`src/rtl/branch_flag_unit.sv`:
```
// rtl/branch_flag_unit.sv - Z/N/V flag register, conditional branch resolution and front-end flush
module branch_flag_unit #(
    parameter int FLUSH_CYCLES = 2,
    parameter int PC_W         = 16,
    parameter int FWD_FLAGS    = 1
) (
    input  logic            clk,
    input  logic            rst,
    input  logic            stall,
    input  logic            ex_valid,
    input  logic            ex_set_all,
    input  logic            ex_set_z,
    input  logic            alu_z,
    input  logic            alu_n,
    input  logic            alu_v,
    input  logic            br_valid,
    input  logic [2:0]      br_cond,
    input  logic [PC_W-1:0] br_target,
    output logic            z_flag,
    output logic            n_flag,
    output logic            v_flag,
    output logic            br_taken,
    output logic [PC_W-1:0] br_pc,
    output logic            flush
);

    localparam logic [0:0] S_IDLE   = 1'b0;
    localparam logic [0:0] S_FLUSH  = 1'b1;
    localparam logic [2:0] CNT_INIT = 3'(FLUSH_CYCLES - 1);
    localparam logic       FWD      = (FWD_FLAGS != 0);

    logic [0:0]      r_state;
    logic [2:0]      r_cnt;
    logic            r_z, r_n, r_v;
    logic            r_taken;
    logic [PC_W-1:0] r_pc;
    logic            r_flush;

    logic w_idle, w_wr_all, w_wr_z, w_ze, w_ne, w_ve, w_cond, w_take;

    // Flag writes only land while IDLE; during a flush EX holds wrong-path work.
    assign w_idle   = (r_state == S_IDLE);
    assign w_wr_all = ~stall & w_idle & ex_valid & ex_set_all;
    assign w_wr_z   = ~stall & w_idle & ex_valid & ex_set_z & ~ex_set_all;

    assign w_ze = (FWD && (w_wr_all || w_wr_z)) ? alu_z : r_z;
    assign w_ne = (FWD && w_wr_all) ? alu_n : r_n;
    assign w_ve = (FWD && w_wr_all) ? alu_v : r_v;

    always_comb begin
        w_cond = 1'b0;
        case (br_cond)
            3'b000:  w_cond = ~w_ze;
            3'b001:  w_cond = w_ze;
            3'b010:  w_cond = ~w_ze & ~w_ne;
            3'b011:  w_cond = w_ne;
            3'b100:  w_cond = w_ze | (~w_ze & ~w_ne);
            3'b101:  w_cond = w_ne | w_ze;
            3'b110:  w_cond = w_ve;
            default: w_cond = 1'b1;
        endcase
    end

    assign w_take = ~stall & w_idle & br_valid & w_cond;

    always_ff @(posedge clk or posedge rst) begin
        if (rst) begin
            r_state <= S_IDLE;
            r_cnt   <= 3'd0;
            r_z     <= 1'b0;
            r_n     <= 1'b0;
            r_v     <= 1'b0;
            r_taken <= 1'b0;
            r_pc    <= '0;
            r_flush <= 1'b0;
        end else if (!stall) begin
            if (w_wr_all) begin
                r_z <= alu_z;
                r_n <= alu_n;
                r_v <= alu_v;
            end else if (w_wr_z) begin
                r_z <= alu_z;
            end

            if (r_state == S_IDLE) begin
                if (w_take) begin
                    r_taken <= 1'b1;
                    r_pc    <= br_target;
                    r_flush <= 1'b1;
                    r_cnt   <= CNT_INIT;
                    r_state <= S_FLUSH;
                end
            end else begin
                r_taken <= 1'b0;
                if (r_cnt != 3'd0) begin
                    r_cnt <= r_cnt - 3'd1;
                end else begin
                    r_flush <= 1'b0;
                    r_state <= S_IDLE;
                end
            end
        end
    end

    assign z_flag   = r_z;
    assign n_flag   = r_n;
    assign v_flag   = r_v;
    assign br_taken = r_taken;
    assign br_pc    = r_pc;
    assign flush    = r_flush;

endmodule

```
`config.mk`:
```
export PLATFORM = sky130hd
export DESIGN_NAME = branch_flag_unit
export DESIGN_NICKNAME = d
export VERILOG_FILES = /design/src/rtl/branch_flag_unit.sv
export SDC_FILE = /design/constraint.sdc
export NUM_CORES = 1
export LEC_CHECK = 0
export ABC_AREA = 0
export CORE_ASPECT_RATIO = 0.5
export CORE_MARGIN = 4
export CORE_UTILIZATION = 42
export DETAILED_ROUTE_END_ITERATION = 6
export HOLD_SLACK_MARGIN = 0.06
export PLACE_DENSITY = 0.78
export SLEW_MARGIN = 20
export SYNTH_ARGS = -nofsm -noshare
export SYNTH_HDL_FRONTEND = slang
export SYNTH_SLANG_ARGS = --single-unit
```
`constraint.sdc`:
```
create_clock -name clk -period 3.4 [get_ports clk]
set_input_delay 0.68 -clock clk [delete_from_list [all_inputs] [get_ports clk]]
set_output_delay 0.68 -clock clk [all_outputs]
set_load 0.005 [all_outputs]
```
### Word-level counts from Yosys, hierarchy flattened

Cells that the tools add are included.

* input port bits: 29
* flip-flop bits (word level): 25
* output and inout bits: 21
* logic and storage cells: 58

* equal/unequal tests: 8
* reduce and logical (&&, ||, !) cells: 10
* add/subtract/negate cells: 1
* bitwise operators: 15
* mux-type cells: 16

Operator list (number)
* 2-to-1 mux 1 bit: 12
* equality test 3 bit (second input constant): 3
* 2-to-1 mux 3 bit: 3
* AND reduction 3 bit: 3
* bitwise AND 1 bit: 8
* one-hot mux 1 bit (7 select lines): 1
* equality test 3 x 2 -> 1 bit (second input constant): 2
* NOT 1 bit: 5
* AND reduction 2 bit: 2
* nonzero test 2 bit: 2
* equality test 3 x 1 -> 1 bit (second input constant): 1
* logical NOT 3 bit: 1
* nonzero test 3 bit: 1
* subtractor 3 x 1 -> 3 bit (second input constant): 1
* inequality test 2 x 1 -> 1 bit (second input constant): 1
* inequality test 2 bit (second input constant): 1
* bitwise OR 1 bit: 2
* logical OR 1 bit: 1

### Depth between registers and ports, before layout

* depth in word-level cells: 14
* depth in mapped cells: 8
* depth with buffers taken out: 7

### Worst setup path before layout

OpenSTA, ideal clock, no wires.

* path type: input -> register
* from: input port stall
* to: register r_pc[0], in the netlist br_pc[0]
* path buffers: 2
* data arrival time: 2.667 ns
* cell stages on the path: 8
* setup slack: 0.608 ns
* data required time: 3.275 ns
* setup time: 0.125 ns
* path through: buf_2 -> and4bb_4 -> mux2_4 -> or3b_1 -> o311a_1 -> o211ai_4 -> buf_6 -> mux2_4

* longest elaborated chain between the ends: 13
* elaborated cells between the ends (all ways): 19
* classes of those cells: mux (4); bitwise (13); reduce/logical (2)

RTL lines
* from (decl): RTL line 9 `input logic stall,`
* NOT 1 bit (no source line) *
* bitwise AND 1 bit: RTL line 43, 44, 64
* bitwise AND 1 bit: RTL line 43, 44
* bitwise AND 1 bit (2 in a row): RTL line 44 `assign w_wr_z = ~stall & w_idle & ex_valid & ex_set_z & ~ex_set_all;`
* logical OR 1 bit: RTL line 46 `assign w_ze = (FWD && (w_wr_all || w_wr_z)) ? alu_z : r_z;`
* 2-to-1 mux 1 bit: RTL line 46
* NOT 1 bit: RTL line 53, 55, 57
* bitwise AND 1 bit: RTL line 55, 57
* bitwise OR 1 bit: RTL line 57 `3'b100: w_cond = w_ze | (~w_ze & ~w_ne);`
* one-hot mux 1 bit (7 select lines): RTL line 52 `case (br_cond)`
* bitwise AND 1 bit: RTL line 64 `assign w_take = ~stall & w_idle & br_valid & w_cond;`
* AND reduction 3 bit (no source line) *
* to (signal assigned): RTL line 88 `r_pc <= br_target;`
* to (decl): RTL line 36 `logic [PC_W-1:0] r_pc;`

Mark *: on every way between the ends. The rest lies on a longest branch, timed or not.
A chain may end at the register's enable or synchronous reset.

### Final worst setup path

* from: input port stall
* to: register r_pc[15], in the netlist br_pc[15]

Same word-level chain as after synthesis.

==> impl_metrics.toml <==
[critical_path]
worstPathRequired_ps = 3560
worstSetupPathType = "in2reg"
worst_r2r_startpoint = "r_state"
critical_path.startpoint = "stall"
cp.arrival_ps = 3050
cp_max_fo = 18
worst_setup_path_start_kind = "input pin"
worstSetupEndpointType = "register"

[routing]
detail_route.first_pass.iterations = 2
dr.first_iter.drc_count = 20
viasPerCell = 4.856
dr_total_vias = 874
route.detailed.drc = 0
post_route_antenna_net_violation_count = 0
avgRoutedWirePerCell_um = 14.88
finalWirelength_um = 2679

[power_and_ir_drop]
power.ir.vdd_worst_mv = 0.3811
p_per_area_nw_per_um2 = 759.1
p_leak_nw = 0.8296

[final_layout]
n_antenna_cell = 0
area_growth_syn_to_layout_pct = 46.50
finish.net_count = 175
fin_cells = 180
multi_input_area_um2 = 578.1
drive_above_1_share_pct = 24.48
ff_latch_area_um2 = 625.6
nFillCells = 201

[synth]
seq_area_frac_synth_pct = 50.00
ys_types = 33
netlist_instances = 90
synth_nets = 121
yosys_warnings = 0
cell_area_synth_um2 = 1251
syn_avg_cell_area_um2 = 13.90
ys_seq_elements = 25

[timing]
grt_setup_unrepaired = "no"
timing.max_slew.rel_slack_pct = 36.66
fin_hold_ws_ps = 503.5
fmax_mhz = 346.2
final_min_period_over_clock_period_pct = 84.95
period_minus_slack_ps = 2888
tns_ps = 0
timing_worst_slew_pin_value_ps = 949.1
final_count_of_hold_timing_violations = 0
slew_violations = 0
clock_skew_ps = 7.411
setup_viol_count_final = 0

[clock_tree]
clock_insertion_delay_worst_skew_ps = 270
htree_levels = 1
cts_made_buffers = 3
post-cts-setup-buffer-count = 0
ctsHoldBuffers = 0
clk_transition_reported_paths_ps = 90
cts_root_buf = "sky130_fd_sc_hd__clkbuf_8"
clock_tree_from_tritoncts = "yes"
clock-sinks = 25
postcts_resize_cnt = 0
clock_tree.buffer_depth = 2

[floorplan]
chipHeight_um = 46.60
die_w_um = 85.19
core_area_um2 = 2716
design.portCount = 50
floorplan_row_count = 13
initial_utilization_pct = 46.06
die_area_um2 = 3969

[status]
run_status = "complete, no violations"

[run]
drv.max_cap_violation_count = 0

[grt]
global_route_wire_length_before_repair_um = 4381
first_global_vias = 908
grt_antenna_before_repair = 0
grtUsageTotal_pct = 14.42
maximum_number_of_pins_on_one_net_before_global_route_repair = 26
globalRouteOverflowTotal = 0

[placement]
port_buffers = 49
hpwl_um = 2128
routabilityCongestion = 0.6613
placed_cells_incl_taps = 176

[min_path]
worst_hold_path_type = "reg2reg"
min_from = "br_taken"
## path summary, 6_finish.rpt
path	to	slack, ps	cells after the start
max	br_pc[15]	510	8
min	br_taken	500	2
max reg2reg	br_pc[15]	840	7
min reg2reg	br_taken	500	2
max in group asynchronous	v_flag	1900	2
min in group asynchronous	br_pc[1]	920	2
## sequential cells by signal (all words and copies together), names as in the netlist
| signal | cells |
|---|---|
| br_taken | 1 |
| br_pc | 16 |
| r_state | 1 |
| z_flag | 1 |
| n_flag | 1 |
| v_flag | 1 |
| flush | 1 |
| r_cnt | 3 |
## through the flow
stage	power (mW)	util, %	instance area [µm²]	setup WS (ps)
after floorplan	0.8760	-	1251	608.3
after global placement	1.212	65.78	1787	255.0
after detailed placement	1.233	65.78	1787	212.1
after CTS	1.410	67.48	1833	498.4
after global routing	1.488	67.48	1833	443.4
final	1.392	67.48	1833	511.8
## layout make-up
cell class	instances	area share [%]
flip-flops and latches	25	34.13
multi-input cells	59	31.54
repair buffers	52	28.67
well taps	37	2.526
clock buffers	3	2.253
inverters	3	0.6143
clock inverters	1	0.2730
## metal layers
layer  vias up  global-route usage, %  part of all wire (%)
met4         0                  2.839                   1.0
li1        421                      -                     -
met5         -                      0                     0
met2        10                  23.46                    50
met1       441                  20.04                    47
met3         2                  3.393                   2.4
## cell usage in the layout (no fill, tap or decap), types with 3 or more instances in the layout
cell type	count
sky130_fd_sc_hd__nor2_1	4
sky130_fd_sc_hd__clkdlybuf4s50_1	49
sky130_fd_sc_hd__mux2_2	5
sky130_fd_sc_hd__o21ai_0	3
sky130_fd_sc_hd__dfrtp_1	25
sky130_fd_sc_hd__mux2_4	15
sky130_fd_sc_hd__clkbuf_8	3
sky130_fd_sc_hd__nand2_1	7
sky130_fd_sc_hd__inv_1	3
## kinds of logic (layout without fill, tap and decap cells)
logic type / count (synthesis) / after routing / synth area share, %
compound gates: 13 / 13 / 10.30
flops: 25 / 25 / 50.00
simple gates: 24 / 24 / 11.40
mux: 20 / 20 / 22.50
buf+inv: 6 / 59 / 3.800
fa+ha+maj: 2 / 2 / 2.000
## synthesized netlist by cell type
cell	instances	area share, %
sky130_fd_sc_hd__dfrtp_1	25	50
sky130_fd_sc_hd__mux2_4	15	18
sky130_fd_sc_hd__nand2_1	7	2.1
sky130_fd_sc_hd__mux2_2	5	4.5
sky130_fd_sc_hd__nor2_1	4	1.2
sky130_fd_sc_hd__inv_1	3	0.90
sky130_fd_sc_hd__o21ai_0	3	1.2
sky130_fd_sc_hd__ha_1	2	2.0
sky130_fd_sc_hd__nor2b_1	2	1.0
sky130_fd_sc_hd__a2111oi_4	1	2.2
sky130_fd_sc_hd__a211o_2	1	0.80
sky130_fd_sc_hd__a21bo_2	1	0.80
sky130_fd_sc_hd__a21boi_0	1	0.60
sky130_fd_sc_hd__a21oi_1	1	0.40
sky130_fd_sc_hd__a31o_2	1	0.70
sky130_fd_sc_hd__a31oi_1	1	0.50
sky130_fd_sc_hd__and2_1	1	0.50
sky130_fd_sc_hd__and2_4	1	0.70
sky130_fd_sc_hd__and3b_1	1	0.70
sky130_fd_sc_hd__and4bb_4	1	1.3
sky130_fd_sc_hd__buf_12	1	1.6
sky130_fd_sc_hd__buf_2	1	0.40
sky130_fd_sc_hd__buf_6	1	0.90
sky130_fd_sc_hd__nand2b_1	1	0.50
sky130_fd_sc_hd__nand3_1	1	0.40
sky130_fd_sc_hd__nand3b_1	1	0.60
sky130_fd_sc_hd__nor3b_1	1	0.60
sky130_fd_sc_hd__o211ai_4	1	1.7
sky130_fd_sc_hd__o311a_1	1	0.80
sky130_fd_sc_hd__o31ai_1	1	0.60
sky130_fd_sc_hd__or2_2	1	0.50
sky130_fd_sc_hd__or2b_1	1	0.60
sky130_fd_sc_hd__or3b_1	1	0.70
## critical path, cell delays in order
cell and delay (ps):
sky130_fd_sc_hd__clkdlybuf4s50_1 420, sky130_fd_sc_hd__and4bb_4 350, sky130_fd_sc_hd__mux2_4 310, sky130_fd_sc_hd__or3b_1 350, sky130_fd_sc_hd__o311a_1 160, sky130_fd_sc_hd__o211ai_4 230
sky130_fd_sc_hd__buf_12 200, sky130_fd_sc_hd__mux2_2 340
## power by group
part / internal, mW / switching, mW / total (mW)
Clock: 0.0818 / 0.0908 / 0.173
Sequential: 0.445 / 0.0882 / 0.533
Combinational: 0.469 / 0.217 / 0.686
Total: 0.996 / 0.396 / 1.39
Power figures use the tool's default switching activity.
==> patch 1: new RTL, same flow settings <==
Register the output `v_flag` once more, cleared by the reset; this adds one clock of latency there. The other outputs are not delayed to match.
--- a/src/rtl/branch_flag_unit.sv
+++ b/src/rtl/branch_flag_unit.sv
@@ -104,7 +104,13 @@
 
     assign z_flag   = r_z;
     assign n_flag   = r_n;
-    assign v_flag   = r_v;
+    always_ff @(posedge clk or posedge rst) begin
+        if (rst) begin
+            v_flag <= '0;
+        end else begin
+            v_flag <= r_v;
+        end
+    end
     assign br_taken = r_taken;
     assign br_pc    = r_pc;
     assign flush    = r_flush;
Formal check against the unedited RTL: not equivalent (a bounded check fails within 4 cycles, from zero or initial values and one cycle with rst high).
==> patch 1 against the unedited design <==
- worst setup slack worse by 0.016 ns
- count of clock-buffer cells in the layout stayed put
- combinational power is 1% lower
- total power is 0.71% higher
- global-route usage is 1.3 points lower
- sequential share of layout area is 1.1 points higher
- cell count is 0.56% lower
- routed wire length is 2.8% lower
- sequential cell count is 1 higher
- sequential power is 3.9% higher
- cell area is 0.75% higher
- synthesized area is 1.5% higher
- register-to-register slack worse by 0.02 ns
==> patch 1: results (changes against the unedited design) <==
- Run status: finished, final reports clean
- WHS: 0.4047 ns (-0.09881 ns)
- Met3 WL post-DR: 77 um (+18%)
- Worst slew margin: 0.3597 (-0.006856)
- Highest metal layer with signal wires: met4
- Peak supply drop: 0.0003363 V (-12%)
- Length in cells of the worst reg-to-reg path: 7 (unchanged)
- Number of input and output port buffers inserted: 49 (unchanged)
- Worst hold path stage count: 0 (-2)
- Global placement routability congestion: 0.6371 (-3.7%)
- Pre-CTS setup slack: 0.2376 ns (+0.02549 ns)
- Proportion of layout cells with a drive suffix above 1: 0.2394 (-0.005319)
- Post-CTS setup-driven buffer insertion count: 0 (unchanged)
- Clock buffer depth: 2 (unchanged)
- Commonest cells in the synthesized netlist: dfrtp_1, mux2_4, nand2_1
- CTS clock-pin slew for the worst setup and hold paths: 0.08 ns
- Fraction of registers with async set or reset after synthesis: 1.000 (unchanged)
- Number of violations reported at the end of detailed-routing iteration 0: 26 (+30%)
- Number of inserted filler cells in the final layout: 202 (+0.50%)
- Worst hold path startpoint: r_v$_DFFE_PP0N_
- R2R setup slack: 0.82 ns (-0.02 ns)
- Endpoint of the worst hold-timing path: v_flag$_DFF_PP0_
- Endpoint of the worst-slack reg-to-reg timing path: br_pc[15]$_DFFE_PP0P_
- Fin util: 0.6758 (+0.001020)
- Non-Filler Instances: 179 (-0.56%)
- Reg2Reg Launch Point: r_state$_DFFE_PP0N_
- Clock skew: 0.001276 ns (-0.006135 ns)
- Leading cell types by total area after synthesis: dfrtp_1, mux2_4, mux2_2
- Net count after synthesis: 121 (unchanged)
- Via count of the first global-routing pass: 841 (-7.4%)
- Worst-Skew Late Latency: 0.26 ns
- Post-synthesis sequential area ratio: 0.5123 (+0.01232)
- Htree depth: 1 (unchanged)
- Total GRT Usage: 0.1315 (-0.01273)
- Detailed-placement wirelength estimate: 2036 um (-4.3%)
- Met2 routed wirelength: 1400 um (+4.9%)
- CTS-repair resized insts: 0 (unchanged)
- Total via count after detailed routing: 866 (-0.92%)
- Met3 capacity usage during global routing: 0.03678 (+0.002849)
- Hold Crit Class: flip-flop to flip-flop
- Global-route wire length before repair: 4043 um (-7.7%)
- Number of detailed-route iterations in the first pass: 3 (+1)
- Initial antenna violation count: 0 (unchanged)
- Main synth FF type: dfrtp_1
- GR Layer Usage met1: 0.1594 (-0.04105)
- Crit-path max FO: 16 (-2)
- Largest net degree at the start of global routing: 27 (+3.8%)
- Worst path max stage delay: 0.41 ns
- Placed instance area: 0.001805 mm2 (+1.1%)
- Number of warning messages in the yosys log: 0 (unchanged)
- Unique cell type count in the Yosys netlist: 33 (unchanged)
- CP max stage cell: clkdlybuf4s50_1
- Root Buffer Master: clkbuf_8
- Cell leakage power: 0.8355 nW (+0.71%)
- Routed length on met1: 1107 um (-12%)
- Total inserted antenna cells: 0 (unchanged)
- CP arrival: 3.06 ns (about the same)
- Inserted Clock Buffers: 3 (unchanged)
- Total Wirelength: 2605 um (-2.8%)
- GR met2 Demand/Resource: 0.2438 (+0.009259)
## patch 1: cell types whose count changed after synthesis
cell	unedited run	this run
nor2b_1	2	0
dfrtp_1	25	26
o211ai_1	0	1
o21ai_0	3	2
nand2_1	7	8
## patch 1: worst max-delay path by stage
| stage | start | cells past startpoint | endpoint | slack [ns] |
|---|---|---|---|---|
| after floorplan | stall | 8 | br_pc[0]$_DFFE_PP0P_ | 0.61 |
| after detailed placement | stall | 8 | br_pc[14]$_DFFE_PP0P_ | 0.24 |
| after global routing | stall | 8 | br_pc[15]$_DFFE_PP0P_ | 0.44 |
| final | stall | 8 | br_pc[15]$_DFFE_PP0P_ | 0.50 |
| after CTS | stall | 8 | br_pc[15]$_DFFE_PP0P_ | 0.48 |
| after global placement | stall | 8 | br_pc[15]$_DFFE_PP0P_ | 0.26 |
## patch 1: kinds of logic (layout without fill, tap and decap cells)
logic type,count (synthesis),in the layout,share of synthesized area
flops,26,26,0.5123
buf+inv,6,58,0.03743
simple gates,23,23,0.1054
mux,20,20,0.2217
compound gates,13,13,0.1035
fa+ha+maj,2,2,0.01970
## patch 1: worst reg2reg max path, delay by kind of cell (launching register included)
family / cells / cell delay (ns)
simple gates: 2 / 0.77
mux: 2 / 0.67
flops: 1 / 0.44
compound gates: 2 / 0.39
buf+inv: 1 / 0.20
## patch 1: report_power, final
group	switching, mW	internal, mW
Sequential	0.0917	0.463
Combinational	0.210	0.468
Clock	0.0903	0.0793
Total	0.392	1.01
## patch 1: area by class of cell
| type | count | share of cell area |
|---|---|---|
| clock buffers | 3 | 0.02236 |
| inverters | 3 | 0.006098 |
| multi-input cells | 58 | 0.3096 |
| flip-flops and latches | 26 | 0.3523 |
| well taps | 37 | 0.02507 |
| repair buffers | 52 | 0.2846 |
==> patch 2: new RTL, same flow settings <==
Made on the original files. The parameter `PC_W` goes from 16 to 24.
--- a/src/rtl/branch_flag_unit.sv
+++ b/src/rtl/branch_flag_unit.sv
@@ -1,7 +1,7 @@
 // rtl/branch_flag_unit.sv - Z/N/V flag register, conditional branch resolution and front-end flush
 module branch_flag_unit #(
     parameter int FLUSH_CYCLES = 2,
-    parameter int PC_W         = 16,
+    parameter int PC_W         = 24,
     parameter int FWD_FLAGS    = 1
 ) (
     input  logic            clk,
Interface: changed (resized br_pc and br_target); port bits go from 50 to 66. The function was not compared with the original's and may differ.
==> patch 2 against the unedited design <==
- synthesized area grew 20%
- sequential cell count grew 8
- die area grew 17%
- worst setup slack lost 0.037 ns
- total power grew 34%
- via count grew 20%
- first-iteration DRC count grew to 2.7 times the old value
- routed wire length grew 15%
- cell area grew 26%
==> patch 2: results (changes against the unedited design) <==
- Cell leakage power: 1.055 nW (+27%)
- Number of standard cells after synthesis: 106 (+18%)
- Run status: finished, final reports clean
- CTS clock-pin slew for the worst setup and hold paths: 0.07 ns (-0.02 ns)
- CP arrival: 3.09 ns (+0.04 ns)
- Htree depth: 2 (+1)
- Global placement routability congestion: 0.7059 (+6.7%)
- Tightest Pin Transition: 0.4020 ns (-0.5471 ns)
- Cell area after technology mapping: 0.001496 mm2 (+20%)
- Root Buffer Master: clkbuf_8
- Via count of the first global-routing pass: 1050 (+16%)
- Worst path max stage delay: 0.46 ns (+0.04 ns)
- Ratio of routed vias to standard cells: 4.604 (-5.2%)
- CP max stage cell: clkdlybuf4s50_1
- Pre-CTS setup slack: 0.1784 ns (-0.03373 ns)
- Total via count after detailed routing: 1045 (+20%)
- Crit-path max FO: 28 (+10)
- Clock skew: 0.006980 ns (-0.0004311 ns)
- Leading cell types by total area after synthesis: dfrtp_1, mux2_4, mux2_2
- Worst hold path startpoint: br_taken$_DFFE_PP0P_
- Max FFs per register: 24 (+8)
- Inserted Clock Buffers: 5 (+2)
- Post-CTS setup-driven buffer insertion count: 0 (unchanged)
- Placed instance area: 0.002212 mm2 (+24%)
- Number of input and output port buffers inserted: 65 (+33%)
- Total Wirelength: 3074 um (+15%)
- Number of inserted filler cells in the final layout: 227 (+13%)
- Global-route wire length before repair: 5154 um (+18%)
- R2R setup slack: 0.96 ns (+0.12 ns)
- Proportion of layout cells with a drive suffix above 1: 0.2235 (-0.02129)
- Number of violations reported at the end of detailed-routing iteration 0: 54 (+170%)
- Highest attainable clock frequency: 341.9 MHz (-1.3%)
- Post-synthesis sequential area ratio: 0.5518 (+0.05184)
- Largest net degree at the start of global routing: 34 (+31%)
- Peak supply drop: 0.0004571 V (+20%)
- Commonest cells in the synthesized netlist: dfrtp_1, mux2_4, nand2_1
- CP delay by family, top: multiplexers
- Unique cell type count in the Yosys netlist: 22 (-33%)
- Detailed-placement wirelength estimate: 2346 um (+10%)
- Number of detailed-route iterations in the first pass: 4 (+2)
- Worst setup path end: br_pc[14]$_DFFE_PP0P_
- Total GRT Usage: 0.1426 (-0.001646)
-- patch 2: logic make-up (layout without fill, tap and decap cells) --
family	Yosys count	in the layout	synth area share
simple gates	19	19	0.06523
fa+ha+maj	2	2	0.01672
mux	27	27	0.2450
buf+inv	8	81	0.03010
flops	33	33	0.5518
compound gates	15	15	0.07944
xor+xnor	2	2	0.01171
-- patch 2: layer usage --
| layer | track usage | share of wire |
|---|---|---|
| met4 | 0.04433 | 0.013 |
| met2 | 0.2425 | 0.51 |
| met5 | 0 | 0 |
| met1 | 0.1766 | 0.41 |
| met3 | 0.04478 | 0.061 |
-- patch 2: power by group --
group / total [mW] / internal (mW) / switching, mW
clock network: 0.322 / 0.183 / 0.139
logic: 0.838 / 0.584 / 0.254
registers: 0.698 / 0.589 / 0.109
total: 1.86 / 1.36 / 0.503
-- patch 2: worst min-delay path by stage --
stage / to / slack [ns] / depth (start not counted)
final: br_taken$_DFFE_PP0P_ / 0.47 / 2
after global routing: br_taken$_DFFE_PP0P_ / 0.51 / 2
after CTS: br_taken$_DFFE_PP0P_ / 0.48 / 2
after detailed placement: br_taken$_DFFE_PP0P_ / 0.47 / 2
after global placement: br_taken$_DFFE_PP0P_ / 0.46 / 2
after floorplan: br_taken$_DFFE_PP0P_ / 0.47 / 2
-- patch 2: worst min-delay path, cell delays in order (launching register included) --
cell	delay, ns
dfrtp_1	0.34
nand2_1	0.05
nand2_1	0.05
-- patch 2: area by class of cell --
type | instances | area (um2) | share of cell area
sequential | 33 | 825.8 | 0.3569
timing repair buffer | 67 | 678.2 | 0.2931
multi-input combinational | 65 | 625.6 | 0.2704
clock buffer | 7 | 96.34 | 0.04164
clock inverter | 1 | 5.005 | 0.002163
inverter | 6 | 22.52 | 0.009735
tap | 48 | 60.06 | 0.02596
